`src/rtl/player_step_pkg.sv`:
```
// Shared types for the player step controller: headings, FSM states, cell
// positions and the bit positions of the grid exception word.
package player_step_pkg;

  localparam int POS_W = 6;

  typedef enum logic [1:0] {
    UP    = 2'd0,
    RIGHT = 2'd1,
    DOWN  = 2'd2,
    LEFT  = 2'd3
  } heading_t;

  typedef enum logic [2:0] {
    IDLE,
    WAIT,
    STEP1,
    STEP2,
    HALT
  } state_t;

  typedef struct packed {
    logic [POS_W-1:0] x;
    logic [POS_W-1:0] y;
  } pos_t;

  localparam int EXC_ANY   = 0;
  localparam int EXC_WIN1  = 1;
  localparam int EXC_WIN   = 2;
  localparam int EXC_CRASH = 4;

  // Reversing straight into your own trail is never a legal turn.
  function automatic heading_t opposite(input heading_t h);
    return heading_t'(h ^ 2'b10);
  endfunction

endpackage

```
`src/rtl/heading_reg.sv`:
```
// Per-player heading register: accepts a single-button turn unless it reverses
// the current heading, and computes the wrapped next cell along that heading.
module heading_reg
  import player_step_pkg::*;
#(
  parameter heading_t INIT_HEAD = RIGHT,
  parameter int       GRID_W    = 64,
  parameter int       GRID_H    = 64
) (
  input  logic       clock,
  input  logic       reset,
  input  logic       hold,
  input  logic [3:0] btn,
  input  pos_t       pos,
  output pos_t       nxt
);

  localparam logic [POS_W-1:0] X_MASK = POS_W'(GRID_W - 1);
  localparam logic [POS_W-1:0] Y_MASK = POS_W'(GRID_H - 1);

  heading_t head_q, head_d, btn_head;

  // Anything other than exactly one pressed button maps back to the current heading.
  always_comb begin
    case (btn)
      4'b0001: btn_head = UP;
      4'b0010: btn_head = RIGHT;
      4'b0100: btn_head = DOWN;
      4'b1000: btn_head = LEFT;
      default: btn_head = head_q;
    endcase
    head_d = head_q;
    if (!hold && (btn_head != opposite(head_q))) head_d = btn_head;
  end

  always_ff @(posedge clock or negedge reset) begin
    if (!reset) head_q <= INIT_HEAD;
    else        head_q <= head_d;
  end

  always_comb begin
    nxt = pos;
    case (head_q)
      UP:      nxt.y = (pos.y - POS_W'(1)) & Y_MASK;
      DOWN:    nxt.y = (pos.y + POS_W'(1)) & Y_MASK;
      LEFT:    nxt.x = (pos.x - POS_W'(1)) & X_MASK;
      RIGHT:   nxt.x = (pos.x + POS_W'(1)) & X_MASK;
      default: nxt = pos;
    endcase
  end

endmodule

```
`src/rtl/player_step_ctrl.sv`:
```
// Paces both players with a tick divider, issues one grid step per player per
// tick, and freezes on the first grid exception.
module player_step_ctrl
  import player_step_pkg::*;
#(
  parameter int GRID_W   = 64,
  parameter int GRID_H   = 64,
  parameter int TICK_DIV = 500000,
  parameter int P1_X0    = 8,
  parameter int P1_Y0    = 32,
  parameter int P2_X0    = 55,
  parameter int P2_Y0    = 32
) (
  input  logic        clock,
  input  logic        reset,
  input  logic        start,
  input  logic [3:0]  btn_p1,
  input  logic [3:0]  btn_p2,
  input  logic [31:0] exc_in,
  output logic [31:0] play_x,
  output logic [31:0] play_y,
  output logic        play_num,
  output logic        super_enable,
  output logic        running,
  output logic        halted,
  output logic [4:0]  result,
  output logic [15:0] step_count
);

  localparam int             CW       = $clog2(TICK_DIV);
  localparam logic [CW-1:0]  CNT_LAST = CW'(TICK_DIV - 1);
  localparam pos_t           P1_INIT  = '{x: POS_W'(P1_X0), y: POS_W'(P1_Y0)};
  localparam pos_t           P2_INIT  = '{x: POS_W'(P2_X0), y: POS_W'(P2_Y0)};

  state_t        state_q, state_d;
  logic [CW-1:0] cnt_q, cnt_d;
  pos_t          p1_q, p1_d, p2_q, p2_d, out_q, out_d, nxt1, nxt2;
  logic          pn_q, pn_d, se_q, se_d;
  logic [4:0]    res_q, res_d;
  logic [15:0]   sc_q, sc_d;
  logic          exc, tick, hold;
  logic          unused_exc;

  assign exc        = exc_in[EXC_ANY];
  assign tick       = (cnt_q == CNT_LAST);
  assign hold       = (state_q == HALT);
  assign unused_exc = ^exc_in[31:5];

  heading_reg #(.INIT_HEAD(RIGHT), .GRID_W(GRID_W), .GRID_H(GRID_H)) u_head_p1 (
    .clock (clock),
    .reset (reset),
    .hold  (hold),
    .btn   (btn_p1),
    .pos   (p1_q),
    .nxt   (nxt1)
  );

  heading_reg #(.INIT_HEAD(LEFT), .GRID_W(GRID_W), .GRID_H(GRID_H)) u_head_p2 (
    .clock (clock),
    .reset (reset),
    .hold  (hold),
    .btn   (btn_p2),
    .pos   (p2_q),
    .nxt   (nxt2)
  );

  always_ff @(posedge clock or negedge reset) begin
    if (!reset) begin
      state_q <= IDLE;
      cnt_q   <= '0;
      p1_q    <= P1_INIT;
      p2_q    <= P2_INIT;
      out_q   <= P1_INIT;
      pn_q    <= 1'b0;
      se_q    <= 1'b0;
      res_q   <= '0;
      sc_q    <= '0;
    end else begin
      state_q <= state_d;
      cnt_q   <= cnt_d;
      p1_q    <= p1_d;
      p2_q    <= p2_d;
      out_q   <= out_d;
      pn_q    <= pn_d;
      se_q    <= se_d;
      res_q   <= res_d;
      sc_q    <= sc_d;
    end
  end

  // An exception outranks every normal transition once play has started.
  always_comb begin
    state_d = state_q;
    case (state_q)
      IDLE:    if (start) state_d = WAIT;
      WAIT:    if (exc) state_d = HALT; else if (tick) state_d = STEP1;
      STEP1:   state_d = exc ? HALT : STEP2;
      STEP2:   state_d = exc ? HALT : WAIT;
      HALT:    state_d = HALT;
      default: state_d = IDLE;
    endcase
  end

  always_comb begin
    cnt_d = cnt_q;
    p1_d  = p1_q;
    p2_d  = p2_q;
    out_d = out_q;
    pn_d  = pn_q;
    se_d  = 1'b0;
    res_d = res_q;
    sc_d  = sc_q;

    case (state_q)
      IDLE:        if (start) cnt_d = '0;
      WAIT:        cnt_d = tick ? '0 : cnt_q + CW'(1);
      STEP1, STEP2: cnt_d = cnt_q + CW'(1);
      default:     cnt_d = cnt_q;
    endcase

    // Outputs are registered, so they are loaded on the edge entering a state.
    case (state_d)
      STEP1: begin
        p1_d  = nxt1;
        out_d = nxt1;
        pn_d  = 1'b0;
        se_d  = 1'b1;
      end
      STEP2: begin
        p2_d  = nxt2;
        out_d = nxt2;
        pn_d  = 1'b1;
        se_d  = 1'b1;
      end
      WAIT: begin
        if (state_q == STEP2 && sc_q != 16'hFFFF) sc_d = sc_q + 16'd1;
      end
      HALT: begin
        if (state_q != HALT) res_d = exc_in[4:0];
      end
      default: ;
    endcase
  end

  assign play_x       = {{(32-POS_W){1'b0}}, out_q.x};
  assign play_y       = {{(32-POS_W){1'b0}}, out_q.y};
  assign play_num     = pn_q;
  assign super_enable = se_q;
  assign running      = (state_q == WAIT) || (state_q == STEP1) || (state_q == STEP2);
  assign halted       = (state_q == HALT);
  assign result       = res_q;
  assign step_count   = sc_q;

endmodule

```
`config.mk`:
```
export PLATFORM = sky130hd
export DESIGN_NAME = player_step_ctrl
export DESIGN_NICKNAME = d
export VERILOG_FILES = /design/src/rtl/player_step_pkg.sv /design/src/rtl/heading_reg.sv /design/src/rtl/player_step_ctrl.sv
export SDC_FILE = /design/constraint.sdc
export NUM_CORES = 1
export LEC_CHECK = 0
export BUFFER_PORTS_ARGS = -buffer_cell sky130_fd_sc_hd__buf_4
export CORE_MARGIN = 10
export CORE_UTILIZATION = 59
export DETAILED_ROUTE_END_ITERATION = 8
export PLACE_DENSITY = 0.87
export SETUP_SLACK_MARGIN = 0.02
export SYNTH_ARGS = -nofsm -noshare
export SYNTH_HDL_FRONTEND = slang
export SYNTH_SLANG_ARGS = --single-unit
```
`constraint.sdc`:
```
create_clock -name clock -period 9.5 [get_ports clock]
set_clock_uncertainty 0.2 [all_clocks]
set_input_delay 0.475 -clock clock [delete_from_list [all_inputs] [get_ports clock]]
set_output_delay 0.475 -clock clock [all_outputs]
set_load 0.02 [all_outputs]
```
; ---- After elaboration in Yosys (flattened, before gate mapping)
; Cells that the tools add are included.
[word_totals]
ff_bits = 85
latch_bits = 0
ram_bits = 0
rom_bits = 0
input_bits = 43
output_inout_bits = 89
word_cells = 88
memories = 0
[op_classes]
add_sub_neg = 10
n_mul = 0
n_div = 0
n_lt_le_gt_ge = 0
eq_ne = 28
n_shift = 0
n_mux = 18
n_bitwise = 2
n_reduce_logical = 16
[ops]
columns = op, count
row1 = case mux 19 bit (3 select lines), 1
row2 = case mux 6 bit (2 select lines), 4
row3 = two-way mux 19 bit, 2
row4 = "adder 6 x 1 -> 6 bit, second input constant", 4
row5 = case mux 12 bit (2 select lines), 1
row6 = "subtractor 6 x 1 -> 6 bit, second input constant", 4
row7 = "adder 19 x 1 -> 19 bit, second input constant", 1
row8 = "equality test 19 bit, second input constant", 1
row9 = "adder 16 x 1 -> 16 bit, second input constant", 1
row10 = "!= test 16 bit, second input constant", 1
row11 = case mux 2 bit (4 select lines), 2
row12 = two-way mux 3 bit, 5
row13 = case mux 3 bit (5 select lines), 1
row14 = "equality test 3 x 2 -> 1 bit, second input constant", 4
row15 = "equality test 2 bit, second input constant", 4
row16 = "equality test 4 x 1 -> 1 bit, second input constant", 2
row17 = "equality test 4 x 2 -> 1 bit, second input constant", 2
row18 = "equality test 4 x 3 -> 1 bit, second input constant", 2
row19 = "equality test 4 bit, second input constant", 2
row20 = "equality test 3 x 1 -> 1 bit, second input constant", 2
row21 = "equality test 3 bit, second input constant", 2
row22 = AND reduction 2 bit, 3
row23 = "equality test 2 x 1 -> 1 bit, second input constant", 2
row24 = logical NOT 2 bit, 2
row25 = other kinds (13), 19

; ---- Longest topological paths before layout
[depth]
ltp_word = 7
ltp_mapped = 10
depth_no_buf = 8

; ---- Hierarchy
; A second synthesis with hierarchy kept.
[unflattened]
hier_cells = 521
area_unflattened_um2 = 5297.6
[modules_own_cells]
columns = module, n_inst, cells_per_inst, area_per_inst_um2, seq_area_each_um2
row1 = player_step_ctrl, 1, 350, 3915.0, 2039.5
row2 = heading_reg (u_head_p2), 1, 89, 704.4, 52.6
row3 = heading_reg (u_head_p1), 1, 82, 678.2, 51.3

; ---- Worst setup path before layout
; OpenSTA, ideal clock, no wires.
[synth_path]
kind = register to register
start = register u_head_p1.head_q[0]
end = register out_q, in the netlist play_x[5]
setup_time_ps = 124
arrival_ps = 3032
t_required_ps = 9176
slack_ps = 6144
path_stages_with_launch = 11
path_buffers = 3
synth_period_minus_slack_ps = 3356
cell_sequence = dfstp_2 > clkbuf_1 > buf_2 > buf_1 > nand2_1 > ha_1 > o21ai_0 > or4_1 > and3_1 > xnor2_1 > a211o_1
[synth_via]
elab_chain_cells = 3
elab_cells_between_ends = 4
classes_between = eq/ne: 2 / mux: 2
[synth_lines]
columns = item, line_no
row1 = "start, declared", heading_reg.sv:21  ; heading_t head_q, head_d, btn_head;
row2 = "start signal, assigned", heading_reg.sv:37  ; if (!reset) head_q <= INIT_HEAD;
row3 = "start signal, assigned", heading_reg.sv:38  ; else head_q <= head_d;
row4 = equality test 2 x 1 -> 1 bit or equality test 2 bit (tied branches), heading_reg.sv:43  ; case (head_q)
row5 = case mux 6 bit (2 select lines) *, heading_reg.sv:43
row6 = case mux 12 bit (2 select lines) *, player_step_ctrl.sv:122  ; case (state_d)
row7 = "end signal, assigned", player_step_ctrl.sv:83  ; out_q <= out_d;
row8 = "end, declared", player_step_ctrl.sv:37  ; pos_t p1_q, p1_d, p2_q, p2_d, out_q, out_d, nxt1, nxt2;
; Mark *: on every way between the ends. The rest lies on a longest branch, timed or not.
; A chain may end at the register's enable or synchronous reset.

; ---- Final worst setup path
[layout_path]
start = register u_head_p2.head_q[0]
end = register out_q, in the netlist play_x[5]
[layout_via]
elab_chain_cells = 3
elab_cells_between_ends = 4
classes_between = eq/ne: 2 / mux: 2
[layout_lines]
columns = item, line_no
row1 = "start, declared", heading_reg.sv:21
row2 = "start signal, assigned", heading_reg.sv:37
row3 = "start signal, assigned", heading_reg.sv:38
row4 = equality test 2 x 1 -> 1 bit or equality test 2 bit (tied branches), heading_reg.sv:43
row5 = case mux 6 bit (2 select lines) *, heading_reg.sv:43
row6 = case mux 12 bit (2 select lines) *, player_step_ctrl.sv:122
; Marked as above.

==> run metrics <==
Antenna diodes=0; Die H=117 microns; vias=4324; DRT Pass-1 Iters=5; post-route minimum period=3140 ps; Seq cells post-synth=85; number of synthesized flops with an enable pin=0; Final period util=33.0%; total CTS buffers=9; ys flop type=dfrtp_1; Final setup viols=0; initial antenna violation count=0; CP Launch Type=flip-flop; Top delay family on crit path=compound AO/OA/AOI/OAI gates; Post-CTS Hold Fix Bufs=0; Clock Latency Late Sink=370 ps; NumNets Final=678; post-DP HPWL=8.80 mm; remaining antenna violation count=0; Sinks on Clock Net=85; overall power=639 uW; Seq/Total Area, Yosys=38.8%; Port Buf Inserts=52; Avg WL per Cell=16.4 microns; GRT Util Overall=17.8%; Pleak=2.86 nW; syn_area_per_cell=9.63 sq um; critical path endpoint category=flip-flop; Min Hold Slack=93.8 ps; Reg2Reg Depth=8; post-CTS setup buffers=0; Reg-to-Reg End=play_x[5]$_DFFE_PN0P_; Fillers=708; CP Cell Sequence=nor2b_1, inv_1, ha_1, a211o_1, a2111o_1, a31oi_1, o2bb2ai_1, a211o_1; Initial Util=60.1%; num ports=132; RSZ-0062 raised after global routing=no; status=finished clean; Peak VDD IR=0.0770 mV; Critical Path AT=3250 ps; Ys Warns=0; synth-to-layout area growth=7.26%; max_cap viols=0; clk root buf=clkbuf_8; PwrDens=108 mW/mm^2; Final Hold Vio Count=0; layout cell share with drive strength beyond 1=16.8%; fmax=0.319 GHz; final WL=12.0 mm; Starting DRT DRC Count=244; Crit path top cell by count=a211o_1; CP startpoint=u_head_p2.head_q[0]$_DFFE_PN1P_; reg-to-reg startpoint=u_head_p2.head_q[0]$_DFFE_PN1P_; slew margin rel.=29.2%; Crit path required time=9620 ps; Max Fanout on Critical Path=30; GPL Wtd Cong=0.844; vias per inst=5.93; global route overflow=0; clk slew on worst S/H paths=100 ps; mapped cell area=0.00553 sq mm; setup TNS=0 ps; Max Slew Vio Count=0; Std-Cell Rows=35; # resized after CTS=0; H-tree levels=3; DRC=0; Crit-path slowest cell=dfstp_2; Crit Path Class=flip-flop to flip-flop; r2r setup slk=6360 ps; WP buf/inv=1; Post-synth ARST share=100%; core area=0.00920 sq mm; post-synth cell types=68; Hold WC Path Type=input pin to asynchronous set/reset pin; worst slew pin tran=1060 ps; Die Area=0.0136 sq mm; slowest cell delay on critical path=890 ps; largest net degree at the start of global routing=86; Mapped Cells=574; Clock Path Buffers=2; chip width=117 microns; vias in the first global route=4169; CTS tree=done; first-pass GRT wire length=20.0 mm
## placed cells by master, fill, tap and decap left out, types with 4 or more instances in the layout
| cell | instances |
|---|---|
| mux2i_1 | 10 |
| dfstp_2 | 13 |
| a221o_1 | 6 |
| o22ai_1 | 5 |
| o21a_1 | 4 |
| xnor2_1 | 31 |
| nand3b_1 | 5 |
| inv_1 | 14 |
| a21oi_1 | 14 |
| a21o_1 | 15 |
| nand2_1 | 46 |
| nor2_1 | 30 |
| conb_1 | 52 |
| mux2_2 | 13 |
| o211ai_1 | 8 |
| and3_1 | 9 |
| nand4_1 | 14 |
| nor4_1 | 7 |
| clkbuf_8 | 9 |
| nor2b_1 | 10 |
| fa_1 | 4 |
| nand3_1 | 29 |
| a211oi_1 | 5 |
| nand2b_1 | 5 |
| ha_1 | 18 |
| and4_1 | 4 |
| buf_4 | 53 |
| xor2_1 | 13 |
| a31oi_1 | 24 |
| nor3_1 | 6 |
| dfrtp_1 | 72 |
| o21ai_0 | 16 |
## metrics by stage
stage	util (%)	cell area (sq um)	setup WS (ps)	std cells
after floorplan	-	5720	6140	625
after global placement	62.6	5760	6470	713
after detailed placement	62.6	5760	6410	713
after CTS	64.5	5930	6390	729
after global routing	64.5	5930	6170	729
final	64.5	5930	6360	729
## sequential cells by signal (all words and copies together) (netlist names)
register	count
cnt_q	19
p1_q	12
p2_q	12
play_num	1
play_x	6
play_y	6
result	5
state_q	3
step_count	16
super_enable	1
u_head_p1.head_q	2
u_head_p2.head_q	2
## worst reg2reg max path: stages, from the launching register on
cell,delay [ps]
dfstp_2,890
nor2b_1,260
inv_1,150
ha_1,320
a211o_1,330
a2111o_1,390
a31oi_1,250
o2bb2ai_1,180
a211o_1,120
## synthesized netlist by cell type (13+ instances only)
| master | number | area share, % |
|---|---|---|
| inv_1 | 14 | 0.95 |
| a21o_1 | 15 | 2.0 |
| nand4_1 | 14 | 1.6 |
| nand3_1 | 29 | 2.6 |
| ha_1 | 18 | 4.1 |
| dfstp_2 | 13 | 6.2 |
| dfrtp_1 | 72 | 33 |
| clkbuf_1 | 17 | 1.2 |
| nand2_1 | 46 | 3.1 |
| a31oi_1 | 24 | 2.7 |
| buf_4 | 52 | 7.1 |
| mux2_2 | 13 | 2.6 |
| xnor2_1 | 31 | 4.9 |
| a21oi_1 | 14 | 1.3 |
| xor2_1 | 13 | 2.1 |
| o21ai_0 | 16 | 1.4 |
| nor2_1 | 30 | 2.0 |
## area by class of cell
cell class / count / area (sq um) / area share (%)
Clock buffer: 9 / 124 / 2.09
Tap cell: 111 / 139 / 2.34
Timing Repair Buffer: 53 / 398 / 6.71
Clock inverter: 7 / 48.8 / 0.823
Sequential cell: 85 / 2140 / 36.1
Multi-Input combinational cell: 450 / 3030 / 51.0
Inverter: 14 / 52.6 / 0.886
## report_power, final
part	switching (mW)	internal, mW	total (mW)
clock network	0.143	0.0965	0.239
registers	0.0000000254	0.362	0.362
logic	0.0309	0.00661	0.0375
## per-layer routing
| metal | global-route usage (%) | wire length (microns) | vias to the layer above |
|---|---|---|---|
| li1 | - | - | 2066 |
| met1 | 22.8 | 5180 | 2089 |
| met2 | 29.1 | 5720 | 145 |
| met3 | 3.82 | 842 | 24 |
| met4 | 6.59 | 228 | 0 |
| met5 | 0 | 0 | - |
## worst max path at each step
stage	endpoint	slack, ps	cells after the start
after floorplan	play_x[5]$_DFFE_PN0P_	6140	10
after global placement	play_x[0]$_DFFE_PN0P_	6470	6
after detailed placement	play_x[5]$_DFFE_PN0P_	6410	8
after CTS	play_y[0]$_DFFE_PN0P_	6390	6
after global routing	play_y[0]$_DFFE_PN0P_	6170	6
final	play_x[5]$_DFFE_PN0P_	6360	8
## cell families (layout without fill, tap and decap cells)
family	count (synthesis)	count (layout)	share of synthesized area [%]
buf+inv	90	83	9.98
flops	85	85	38.8
xor+xnor	44	44	6.97
fa+ha+maj	22	22	5.52
compound gates	117	117	14.7
mux	23	23	4.46
other cells	1	52	0.0678
simple gates	192	192	19.5
(Power assumes the default switching activity.)
